==> config.mk <==
export PLATFORM = sky130hd
export DESIGN_NAME = stream_demux
export DESIGN_NICKNAME = d
export VERILOG_FILES = /design/src/rtl/stream_demux.sv
export SDC_FILE = /design/constraint.sdc
export NUM_CORES = 1
export LEC_CHECK = 0
export CAP_MARGIN = 10
export CORE_ASPECT_RATIO = 0.7
export CORE_MARGIN = 2
export CORE_UTILIZATION = 44
export DETAILED_ROUTE_END_ITERATION = 8
export MAX_ROUTING_LAYER = met4
export PLACE_DENSITY = 0.88
export SYNTH_ARGS = -nofsm -noshare
export SYNTH_HDL_FRONTEND = slang
export SYNTH_SLANG_ARGS = --single-unit
==> constraint.sdc <==
create_clock -name clk -period 2.41 [get_ports clk]
set_clock_uncertainty 0.15 [all_clocks]
set_input_delay 0.482 -clock clk [delete_from_list [all_inputs] [get_ports clk]]
set_output_delay 0.482 -clock clk [all_outputs]
set_load 0.02 [all_outputs]
==> src/rtl/stream_demux.sv <==
// -----------------------------------------------------------------------------
// stream_demux
//   Registered 1:NUM_CH stream demultiplexer. One input stream is steered to one
//   of NUM_CH output channels. Each channel owns a one-entry output register, so
//   a stalled channel only blocks input beats aimed at that channel.
//
//   Handshake semantics (both sides): a beat transfers on a rising edge where
//   valid and ready are both 1. A source holds valid/data/last stable until the
//   transfer. s_ready is a function of registered state, s_sel and m_ready only.
//   It never depends on s_valid.
//
//   Optional packet locking (PKT_MODE=1): the channel is latched on the first
//   beat of a multi-beat packet and held until the beat carrying s_last. Beats
//   whose effective channel is >= NUM_CH are accepted and discarded, and each
//   one is counted in drop_cnt, which saturates.
//
// Ports
//   clk, rst          clock, synchronous active-high reset
//   s_valid/s_ready   input handshake
//   s_data, s_last    input beat and end-of-packet flag
//   s_sel             target channel for the beat (for the first beat only
//                     when PKT_MODE=1)
//   m_valid/m_ready   per-channel output handshake, bit k is channel k
//   m_data            channel k is at [k*DATA_W +: DATA_W]
//   m_last            per-channel last flag
//   pkt_open          1 while a packet is in progress (FSM state, PKT_MODE=1)
//   drop_cnt          number of discarded beats, saturating at 16'hFFFF
// -----------------------------------------------------------------------------
module stream_demux #(
  parameter int DATA_W   = 8,
  parameter int NUM_CH   = 4,
  parameter int SEL_W    = $clog2(NUM_CH),
  parameter bit PKT_MODE = 1'b1
) (
  input  logic                     clk,
  input  logic                     rst,
  input  logic                     s_valid,
  output logic                     s_ready,
  input  logic [DATA_W-1:0]        s_data,
  input  logic [SEL_W-1:0]         s_sel,
  input  logic                     s_last,
  output logic [NUM_CH-1:0]        m_valid,
  input  logic [NUM_CH-1:0]        m_ready,
  output logic [NUM_CH*DATA_W-1:0] m_data,
  output logic [NUM_CH-1:0]        m_last,
  output logic                     pkt_open,
  output logic [15:0]              drop_cnt
);

  typedef enum logic {
    ST_IDLE = 1'b0,
    ST_OPEN = 1'b1
  } state_e;

  state_e              state_q, state_d;
  logic [SEL_W-1:0]    ch_q, ch_d;
  logic [NUM_CH-1:0]   full_q, full_d;
  logic [NUM_CH-1:0]   last_q, last_d;
  logic [DATA_W-1:0]   data_q [NUM_CH];
  logic [DATA_W-1:0]   data_d [NUM_CH];
  logic [15:0]         drop_cnt_q, drop_cnt_d;

  logic [SEL_W-1:0]    ch;
  logic [NUM_CH-1:0]   ch_hit;
  logic                ch_invalid;
  logic                accept;

  // Effective channel, decoded one-hot. No bit is set when the channel is out
  // of range, which can only happen for non-power-of-two NUM_CH. The one-hot
  // form avoids indexing the per-channel vectors with an out-of-range value.
  always_comb begin
    ch = s_sel;
    if (PKT_MODE && (state_q == ST_OPEN)) begin
      ch = ch_q;
    end
    ch_hit = '0;
    for (int k = 0; k < NUM_CH; k++) begin
      ch_hit[k] = (ch == SEL_W'(k));
    end
    ch_invalid = ~|ch_hit;
  end

  // A target register can take a beat when it is empty or is draining in this
  // same cycle. Beats with an invalid channel are always accepted and dropped.
  assign s_ready = ch_invalid | (|(ch_hit & (~full_q | m_ready)));
  assign accept  = s_valid & s_ready;

  always_comb begin
    full_d     = full_q;
    last_d     = last_q;
    data_d     = data_q;
    drop_cnt_d = drop_cnt_q;
    state_d    = state_q;
    ch_d       = ch_q;

    for (int k = 0; k < NUM_CH; k++) begin
      // A fill takes priority over a drain, so a drain and a fill in the same
      // cycle keep the register full with the new beat.
      if (accept && ch_hit[k]) begin
        full_d[k] = 1'b1;
        data_d[k] = s_data;
        last_d[k] = s_last;
      end else if (full_q[k] && m_ready[k]) begin
        full_d[k] = 1'b0;
      end
    end

    if (accept && ch_invalid && (drop_cnt_q != 16'hFFFF)) begin
      drop_cnt_d = drop_cnt_q + 16'd1;
    end

    if (PKT_MODE && accept) begin
      case (state_q)
        ST_IDLE: begin
          // A single-beat packet (s_last on the first beat) never opens.
          if (!s_last) begin
            state_d = ST_OPEN;
            ch_d    = s_sel;
          end
        end
        ST_OPEN: begin
          if (s_last) begin
            state_d = ST_IDLE;
          end
        end
        default: state_d = ST_IDLE;
      endcase
    end
  end

  always_ff @(posedge clk) begin
    if (rst) begin
      state_q    <= ST_IDLE;
      ch_q       <= '0;
      full_q     <= '0;
      last_q     <= '0;
      drop_cnt_q <= '0;
      for (int k = 0; k < NUM_CH; k++) begin
        data_q[k] <= '0;
      end
    end else begin
      state_q    <= state_d;
      ch_q       <= ch_d;
      full_q     <= full_d;
      last_q     <= last_d;
      drop_cnt_q <= drop_cnt_d;
      for (int k = 0; k < NUM_CH; k++) begin
        data_q[k] <= data_d[k];
      end
    end
  end

  assign m_valid  = full_q;
  assign m_last   = last_q;
  assign pkt_open = (state_q == ST_OPEN);
  assign drop_cnt = drop_cnt_q;

  for (genvar k = 0; k < NUM_CH; k++) begin : g_out
    assign m_data[k*DATA_W +: DATA_W] = data_q[k];
  end

endmodule

==> impl.org <==
** STA
- The final count of pins violating max slew came to 0.
- Clock period minus worst slack :: 2.16 ns
- Setup repair after global routing missed its margin :: no
- # setup viols final :: 0
- Maximum frequency from static timing analysis :: 0.462 GHz
- In this run the tightest slew margin relative to its limit is 67.1%.
- Endpoints failing hold :: 0
- At the pin with the least slew margin, the transition time is 0.494 ns.
- In the finished design, the share of the clock period the worst path needs comes to 89.8%.

** Detailed routing
- The pre-antenna-repair detailed-routing pass consisted of 4 iterations.
- Routed len/inst :: 14.2 um
- Across all layers, the routed design uses 1674 vias.
- DRC errors left :: 0
- After detailed routing, the total wire length is 4.90 mm.
- Dividing the detail-routed via count by the number of cells gives 4.85.
- The detail route stage leaves a number of antenna-violating nets equal to 0.
- Starting DRC count in detailed routing :: 29

** Yosys
- Top-count cell post-synth :: sky130_fd_sc_hd__dfxtp_1
- EDFF count, synth :: 0
- Syn Nets :: 212
- In this run, synthesis produced a sequential element count of 59.
- The commonest cells after synthesis are 59 x sky130_fd_sc_hd__dfxtp_1, 40 x sky130_fd_sc_hd__mux2i_1, 39 x sky130_fd_sc_hd__nor2_1.
- Dominant register cell in the synthesized netlist :: sky130_fd_sc_hd__dfxtp_1
- The largest total area in the synthesized netlist belongs to sky130_fd_sc_hd__dfxtp_1.
- Top-area cell type share of the netlist area :: 55.8%
- Sequential cells were found to cover 55.8% of the synthesized design area.
- Cell area after synthesis :: 2120 um^2
- During synthesis, Yosys emitted a total of 0 warnings.
- Top area cells in the synthesized netlist :: sky130_fd_sc_hd__dfxtp_1 56%, sky130_fd_sc_hd__mux2i_1 19%, sky130_fd_sc_hd__nor2_1 6.9%
- Synthesis instantiated 18 different standard cells from the library.
- Share of synthesized registers carrying an async set or reset :: 0%
- Each instance of the synthesized netlist takes up on average 10.9 um^2.
- Cell count after synthesis :: 194

** Critical path
- For the worst setup path, the data required time is 1.78 ns.
- Crit-path slowest cell :: sky130_fd_sc_hd__dfxtp_1
- STA classifies the critical path endpoint as an output pin.
- Together, buffers and inverters on the worst path number 1.
- Startpoint-to-endpoint class of the critical path :: flip-flop to output pin
- Worst setup SP type :: flip-flop
- Of all nets on the critical path, the largest fanout is 3.
- Largest stage delay on the critical path :: 0.35 ns
- Data arrival time of the critical path :: 1.53 ns
- CP top delay family :: multiplexers
- Walking the worst path, the cells encountered are mux2_4 -> mux2i_4 -> mux2i_1 -> buf_4.

** Die
- The die is 62.0 um tall.
- From left edge to right edge, the die measures 86.9 um.
- The floorplan step defined a die boundary enclosing 5390 um^2.
- After floorplanning, the core was divided into 21 placement rows.
- I/O pin total :: 76
- Once the floorplan was initialized, standard cells occupied 45.0% of the core.
- Floorplan core area :: 4700 um^2

** Clock tree
- TritonCTS clock tree :: done
- Clock tree synthesis selected as its root buffer the cell sky130_fd_sc_hd__clkbuf_8.
- Setup Buffers After CTS :: 0
- TritonCTS created 9 clock buffers.
- Clock-pin slew of the registers on the worst-case setup and hold paths :: 0.07 ns
- Number of levels the H-tree was split into :: 3
- Counting along the longest clock path gives a buffer depth of 2.
- Later-pin clock latency in the skew report :: 0.32 ns
- Clock sink count :: 59

** Placed design
- Summed over all nets, the half-perimeter wirelength after detailed placement is 3.44 mm.
- At the end of routability-driven placement, the weighted congestion stood at 0.757.
- IO Port Bufs :: 75
- Once placement finished, the instance area stood at 3020 um^2.

** Global routing
- Global routing finished with a remaining overflow of 0.
- Global-route wire length before repair :: 7.57 mm
- Global routing consumed, over all layers together, 19.7% of the routing resources.
- The number of antenna violations at the first check in global routing came to 0.
- Pin count of the biggest net entering global routing :: 37
- The number of global-route vias before repair is 1588.

** Hold path
- Worst min-delay path category :: flip-flop to flip-flop

** Pwr
- Power density over cell area :: 680 nW/um^2
- For this design the static power due to leakage is 0.00145 uW.
- Peak ir drop on the vdd network :: 403 uV

** Run status
- The run finished with clean final reports.

** Finish
- Proportion of layout cells with a drive suffix above 1 :: 12.5%
- Count of antenna diodes in the layout :: 0
- Final-stage net count :: 303
- Relative to the synthesized area, the layout overhead comes to 51.1%.
- Filler cell count in the final layout :: 372
- After routing the design area is 3200 um^2.
- Final cell utilization of the core :: 68.0%

** Job
- Number of max-cap violations :: 0
==> layer usage <==
metal	vias up	share of wire (%)	track usage [%]
met4	0	0.43	8.04
met3	4	7.1	8.19
met2	57	45	28.8
met1	787	47	24.3
li1	826	-	-
met5	-	0	-
==> cells by family (layout without fill, tap and decap cells) <==
group	after synthesis	count (layout)	synth area share, %
AO/OA/AOI/OAI	7	7	2.07
flip-flops	59	59	55.8
buffers and inverters	11	105	2.90
AND/OR/NAND/NOR	72	72	16.3
multiplexers	45	45	23.0
==> power breakdown <==
group	total (uW)	leakage, uW	switching (uW)	internal (uW)
Clock	847	0.0000950	357	491
Combinational	300	0.000874	146	154
Sequential	1030	0.000478	18.5	1010
==> through the flow <==
stage	cells	total power, uW	worst slack (ns)	TNS, ns	hold WS [ns]
final	345	2170	0.245	0	0.317
after global routing	345	2260	0.189	0	0.324
after CTS	345	2200	0.00628	0	0.319
after detailed placement	331	1350	-0.449	-0.449	0.306
after global placement	331	1340	-0.461	-0.461	0.302
after floorplan	194	1210	0.257	0	0.310
==> layout make-up <==
type | instances | area [um^2] | share of cell area, %
clock buffer | 11 | 141 | 4.42
timing repair buffer | 91 | 891 | 27.8
multi-input combinational | 124 | 875 | 27.3
tap | 57 | 71.3 | 2.23
sequential | 59 | 1180 | 36.9
clock inverter | 3 | 40.0 | 1.25
==> cell usage in the layout, fill, tap and decap left out <==
cell type / synthesis / layout
sky130_fd_sc_hd__nand2b_1: 6 / 6
sky130_fd_sc_hd__clkbuf_1: 6 / 1
sky130_fd_sc_hd__buf_2: 1 / 1
sky130_fd_sc_hd__mux2i_4: 2 / 2
sky130_fd_sc_hd__nor2b_1: 18 / 18
sky130_fd_sc_hd__buf_4: 3 / 15
sky130_fd_sc_hd__mux2i_1: 40 / 40
sky130_fd_sc_hd__a21oi_1: 4 / 4
sky130_fd_sc_hd__o221a_1: 1 / 1
sky130_fd_sc_hd__dfxtp_1: 59 / 59
sky130_fd_sc_hd__mux2_4: 2 / 2
sky130_fd_sc_hd__nand2_1: 4 / 4
sky130_fd_sc_hd__nor3b_1: 1 / 1
sky130_fd_sc_hd__bufinv_16: 0 / 1
sky130_fd_sc_hd__dlymetal6s2s_1: 0 / 1
sky130_fd_sc_hd__nand4_1: 4 / 4
sky130_fd_sc_hd__buf_12: 0 / 2
sky130_fd_sc_hd__nor2_1: 39 / 39
sky130_fd_sc_hd__clkbuf_8: 0 / 10
sky130_fd_sc_hd__clkinv_2: 0 / 2
sky130_fd_sc_hd__mux2_2: 1 / 1
sky130_fd_sc_hd__o22ai_1: 2 / 2
sky130_fd_sc_hd__clkdlybuf4s50_1: 0 / 72
==> sequential cells by signal, summed over array words and instances, names as in the netlist <==
register and cells:
m_data 32, drop_cnt 16, m_last 4, m_valid 4, ch_q 2, pkt_open 1
==> path summary, 6_finish.rpt <==
| check | startpoint | to | slack [ns] | depth (start not counted) |
|---|---|---|---|---|
| worst max-delay path | pkt_open | s_ready | 0.25 | 4 |
| worst min-delay path | drop_cnt[2] | drop_cnt[2] | 0.32 | 1 |
| worst max register to register | pkt_open | m_data[31] | 0.53 | 7 |
| worst min register to register | drop_cnt[2] | drop_cnt[2] | 0.32 | 1 |
==> repair_timing <==
| action | 4_1_cts | 5_1_grt |
|---|---|---|
| setup endpoints to repair | 1 | 1 |
| hold buffers | 0 | 0 |
| resized for setup | 5 | 1 |
No activity file was read; power rests on OpenSTA's default activity.
==> patch 1 (same flow settings) <==
Set the parameter `DATA_W` to 9 (it was 8).
--- a/src/rtl/stream_demux.sv
+++ b/src/rtl/stream_demux.sv
@@ -27,7 +27,7 @@
 //   drop_cnt          number of discarded beats, saturating at 16'hFFFF
 // -----------------------------------------------------------------------------
 module stream_demux #(
-  parameter int DATA_W   = 8,
+  parameter int DATA_W   = 9,
   parameter int NUM_CH   = 4,
   parameter int SEL_W    = $clog2(NUM_CH),
   parameter bit PKT_MODE = 1'b1
Interface: changed (resized m_data and s_data); port bits go from 76 to 81. The function was not compared with the original's and may differ.
==> patch 1 against the unedited design <==
Sequential cell count is 4 higher. Wire length is 9.9% higher. Final area is 7.9% higher. Sequential share of layout area is 0.38 points lower. Clock power is 18% higher. Total power is 11% higher. Count of clock-buffer cells in the layout stayed put. Register-to-register slack worse by 0.03 ns. Worst setup slack worse by 0.0065 ns. First-iteration DRC count grew to 2.6 times the old value. Synthesized area is 6.1% higher.
==> patch 1: results (changes against the unedited design) <==
stage	metric	value	unit	change
status	status	complete, no violations		unchanged
pwr	Leak	1.57	nW	was 1.45 nW
logic_synthesis	Unique masters post-synth	19		was 18
finish	layout cells sized above 1	12.7	%	was 12.5%
finish	n_diodes	0		unchanged
route	vias per cell	4.73		was 4.85
timing	Worst Tran Pin Value	0.541	ns	was 0.494 ns
pwr	Peak VDD IR	0.000528	V	was 0.000403 V
min_path	hold wc startpoint	drop_cnt[12]		was drop_cnt[2]
placed_design	PortBufs	80		was 75
grt	first-pass GRT wire length	8.61	mm	was 7.57 mm
grt	GRT Overall Usage	20.6	%	was 19.7%
cts	H-tree levels	3		unchanged
finish	Fillers	384		was 372
cts	total CTS buffers	9		unchanged
logic_synthesis	sequential share of the synthesized area	56.1	%	was 55.8%
placed_design	dpl cells	361		was 331
min_path	hold path depth	1		unchanged
route	DRT Wirelength	5.38	mm	was 4.90 mm
route	vias	1785		was 1674
logic_synthesis	cells after synthesis	207		was 194
placed_design	dpl ws	-0.400	ns	was -0.449 ns
logic_synthesis	Post-synth top cells	dfxtp_1, mux2i_1, nor2_1, nor2b_1, clkbuf_1		was dfxtp_1, mux2i_1, nor2_1, nor2b_1
placed_design	HPWL Detailed	3.76	mm	was 3.44 mm
grt	vias in the first global route	1734		was 1588
route	violation count after the first detailed-route iteration	74		was 29
route	TritonRoute pass-1 iters	4		unchanged
placed_design	gp weighted congestion	0.783		was 0.757
logic_synthesis	Warnings, synthesis	0		unchanged
setup_path	R2R setup slack	0.50	ns	was 0.53 ns
min_path	Hold Path End	drop_cnt[12]		was drop_cnt[2]
logic_synthesis	Syn Nets	226		was 212
finish	layout net count	322		was 303
logic_synthesis	largest cells by area after synthesis	dfxtp_1, mux2i_1, nor2_1		unchanged
setup_path	Crit Path Max Fanout	2		was 3
-- patch 1: cell types whose count changed after synthesis --
cell	before	now
mux2i_1	40	44
clkbuf_1	6	7
dfxtp_1	59	63
nor2_1	39	43
mux2i_4	2	1
mux2i_2	0	1
-- patch 1: metal layers --
layer	global-route usage, %	share of wire [%]	vias up
li1	-	-	882
met1	25.8	45	825
met2	29.5	45	78
met3	11.4	9.9	0
met4	3.92	0	0
met5	-	0	-
-- patch 1: worst max path at each step --
stage               startpoint       to  slack, ns  cells after the start
floorplan             pkt_open  s_ready       0.29                      4
global placement      s_sel[0]  s_ready      -0.40                      5
detailed placement    s_sel[0]  s_ready      -0.40                      5
CTS                   s_sel[0]  s_ready       0.04                      5
global route          pkt_open  s_ready       0.14                      4
finish              m_ready[2]  s_ready       0.24                      5
-- patch 1: kinds of logic (layout without fill, tap and decap cells) --
group                  Yosys count  count (layout)  synth area share (%)
AOI/OAI and AO/OA                7               7                  1.95
DFF                             63              63                  56.1
buffers and inverters           12             113                  2.90
and+or+nand+nor                 76              76                  16.0
muxes                           49              49                  23.1
-- patch 1: power by group --
group	leakage, nW	internal, W	switching, W
Sequential	0.511	0.00108	0.0000196
Combinational	0.945	0.000166	0.000159
Clock	0.110	0.000611	0.000389
Total	1.57	0.00185	0.000568
-- patch 1: repair_timing --
action	4_1_cts	5_1_grt
resized for setup	4	2
hold buffers	0	0
endpoints found under the setup margin	1	1
gates cloned	0	0
-- patch 1: area by class of cell --
class                           count  share of cell area (%)
Tap cell                           69                    2.50
Clock buffer                       11                    4.10
Clock inverter                      5                    2.36
Multi-Input combinational cell    132                    26.7
Sequential cell                    63                    36.5
Timing Repair Buffer               97                    27.8
-- patch 1: worst max-delay path, cell delays in order --
cell and delay, ns:
clkdlybuf4s50_1 0.40, nand2b_1 0.19, mux2i_2 0.20, mux2i_1 0.10, buf_4 0.16
-- patch 1: metrics by stage --
| step | TNS [ns] | instance area (µm²) | hold WS, ns |
|---|---|---|---|
| after global placement | -0.396 | 3230 | 0.302 |
| final | 0 | 3450 | 0.315 |
| after CTS | 0 | 3450 | 0.319 |
| after global routing | 0 | 3450 | 0.324 |
| after floorplan | 0 | 2250 | 0.311 |
| after detailed placement | -0.400 | 3230 | 0.304 |
==> patch 2 (config.mk and constraints unchanged) <==
Made on the original files. Reset style: asynchronous (`rst`), changed in one clocked block. Comments in the files are not updated.
--- a/src/rtl/stream_demux.sv
+++ b/src/rtl/stream_demux.sv
@@ -128,7 +128,7 @@
     end
   end
 
-  always_ff @(posedge clk) begin
+  always_ff @(posedge clk or posedge rst) begin
     if (rst) begin
       state_q    <= ST_IDLE;
       ch_q       <= '0;
Function: differs if rst is asserted again (counterexample within 4 cycles, from zero or initial values and one cycle with rst high); with rst held inactive, the same outputs for 10 cycles.
==> patch 2 against the unedited design <==
Final area is 5.1% higher. Worst hold slack got worse by 0.092 ns. Synthesized cell count down 24%. Synthesized area is 4.7% higher. Wire length is 2.1% lower. Fmax decreased by 5.3%. Sequential cell count unchanged. Worst setup slack worse by 0.12 ns. Critical path depth up 1. Non-clock buffer count decreased by 1. Critical endpoint unchanged.
Power is not compared: it rests on default switching activity, and its combinational part moved more than twofold at a synthesized area within 25%.
==> patch 2: results (changes against the unedited design) <==
stage	metric	value	unit	change
status	status	complete, no violations		unchanged
setup_path	critical path capture point type	primary output		unchanged
grt	antenna violations before repair	0		unchanged
logic_synthesis	Post-synth top cells	dfrtp_1, mux2_2, clkbuf_1, nand2_1, nand2b_1		was dfxtp_1, mux2i_1, nor2_1, nor2b_1
route	violation count after the first detailed-route iteration	34		was 29
finish	max reg flops	32		unchanged
logic_synthesis	cells after synthesis	148		was 194
cts	Clock Tree Buf Depth	2		unchanged
finish	n_diodes	0		unchanged
logic_synthesis	Unique masters post-synth	22		was 18
finish	layout cells sized above 1	31.9	%	was 12.5%
placed_design	gp weighted congestion	0.872		was 0.757
cts	total CTS buffers	9		unchanged
cts	CTS Hold Buffers Added	0		unchanged
placed_design	PortBufs	75		unchanged
timing	Slew headroom	78.1	%	was 67.1%
route	TritonRoute pass-1 iters	6		was 4
logic_synthesis	largest cells by area after synthesis	dfrtp_1, mux2_2, clkbuf_1		was dfxtp_1, mux2i_1, nor2_1
grt	GRT Overall Usage	19.9	%	was 19.7%
route	wire per inst	15.6	µm	was 14.2 µm
cts	worst skew pair latency	0.33	ns	
logic_synthesis	Post-synth ARST share	100	%	was 0%
min_path	Hold Crit Class	reg -> reg		unchanged
placed_design	dpl cells	290		was 331
pwr	Peak VDD IR	0.000723	V	
logic_synthesis	sequential share of the synthesized area	66.6	%	was 55.8%
logic_synthesis	Warnings, synthesis	0		unchanged
setup_path	CP arrival	1.66	ns	was 1.53 ns
setup_path	Crit Path Max Fanout	3		unchanged
pwr	Leak	1.49	nW	
logic_synthesis	Syn Nets	166		was 212
route	vias per cell	4.68		was 4.85
grt	first-pass GRT wire length	7.87	mm	was 7.57 mm
placed_design	HPWL Detailed	3.34	mm	was 3.44 mm
grt	vias in the first global route	1586		was 1588
cts	H-tree levels	3		unchanged
placed_design	Placed Area	3120	µm²	was 3020 µm²
route	vias	1436		was 1674
cts	Reg clk slew, reported paths	0.06	ns	
grt	pin count of the biggest net entering global routing	60		was 37
cts	CTS root buf	clkbuf_8		unchanged
timing	Setup TNS	0	ns	unchanged
finish	layout net count	251		was 303
patch 2: logic make-up after synthesis:
logic type	after synthesis	share of synthesized area [%]
AOI/OAI and AO/OA	7	2.43
buffers and inverters	20	3.39
DFF	59	66.6
muxes	43	21.9
and+or+nand+nor	19	5.70
patch 2: metrics by stage:
stage	hold slack [ns]	setup WS, ns	power (W)
finish	0.224	0.123	0.00457
global route	0.242	0.0261	0.00483
CTS	0.231	0.0767	0.00462
detailed placement	0.214	-0.306	0.00358
global placement	0.214	-0.284	0.00352
floorplan	0.334	0.233	0.00257
patch 2: layout make-up:
class	count	area, µm²
Sequential cell	59	1480
Fill cell	336	1450
Timing Repair Buffer	90	883
Multi-Input combinational cell	69	673
Clock buffer	12	155
Tap cell	69	86.3
Clock inverter	4	72.6
Inverter	4	15.0
patch 2: repair_timing:
action | in CTS | in global routing
endpoints found under the hold margin | 0 | 0
buffers inserted | 1 | 0
gates resized for setup | 4 | 1
setup endpoints to repair | 1 | 1
pin swaps | 0 | 0
patch 2: metal layers:
layer	part of all wire [%]	up-vias	GRT usage, %
met2	43	61	26.5
met3	9.3	9	11.3
met1	46	695	25.9
met4	1.5	0	6.25
li1	-	671	-
met5	0	-	-
patch 2: critical path, cell delays in order:
cell,delay (ns)
clkdlybuf4s50_1,0.45
mux2i_4,0.21
mux2i_1,0.26
mux2i_1,0.09
buf_2,0.16
patch 2: power by group:
| part | leakage, nW | internal [W] | switching [W] |
|---|---|---|---|
| Combinational | 0.643 | 0.00108 | 0.000929 |
| Clock | 0.113 | 0.000637 | 0.000367 |
| Sequential | 0.737 | 0.00135 | 0.000202 |
patch 2: final timing paths:
path	from	endpoint	slack [ns]	depth (start not counted)
worst max-delay path	s_sel[0]	s_ready	0.12	5
worst min-delay path	drop_cnt[8]	drop_cnt[8]	0.22	0
worst max register to register	pkt_open	m_last[3]	0.46	5
worst min register to register	drop_cnt[8]	drop_cnt[8]	0.22	0
max in group asynchronous	rst	m_data[30]	1.49	3
min in group asynchronous	rst	drop_cnt[12]	0.37	3
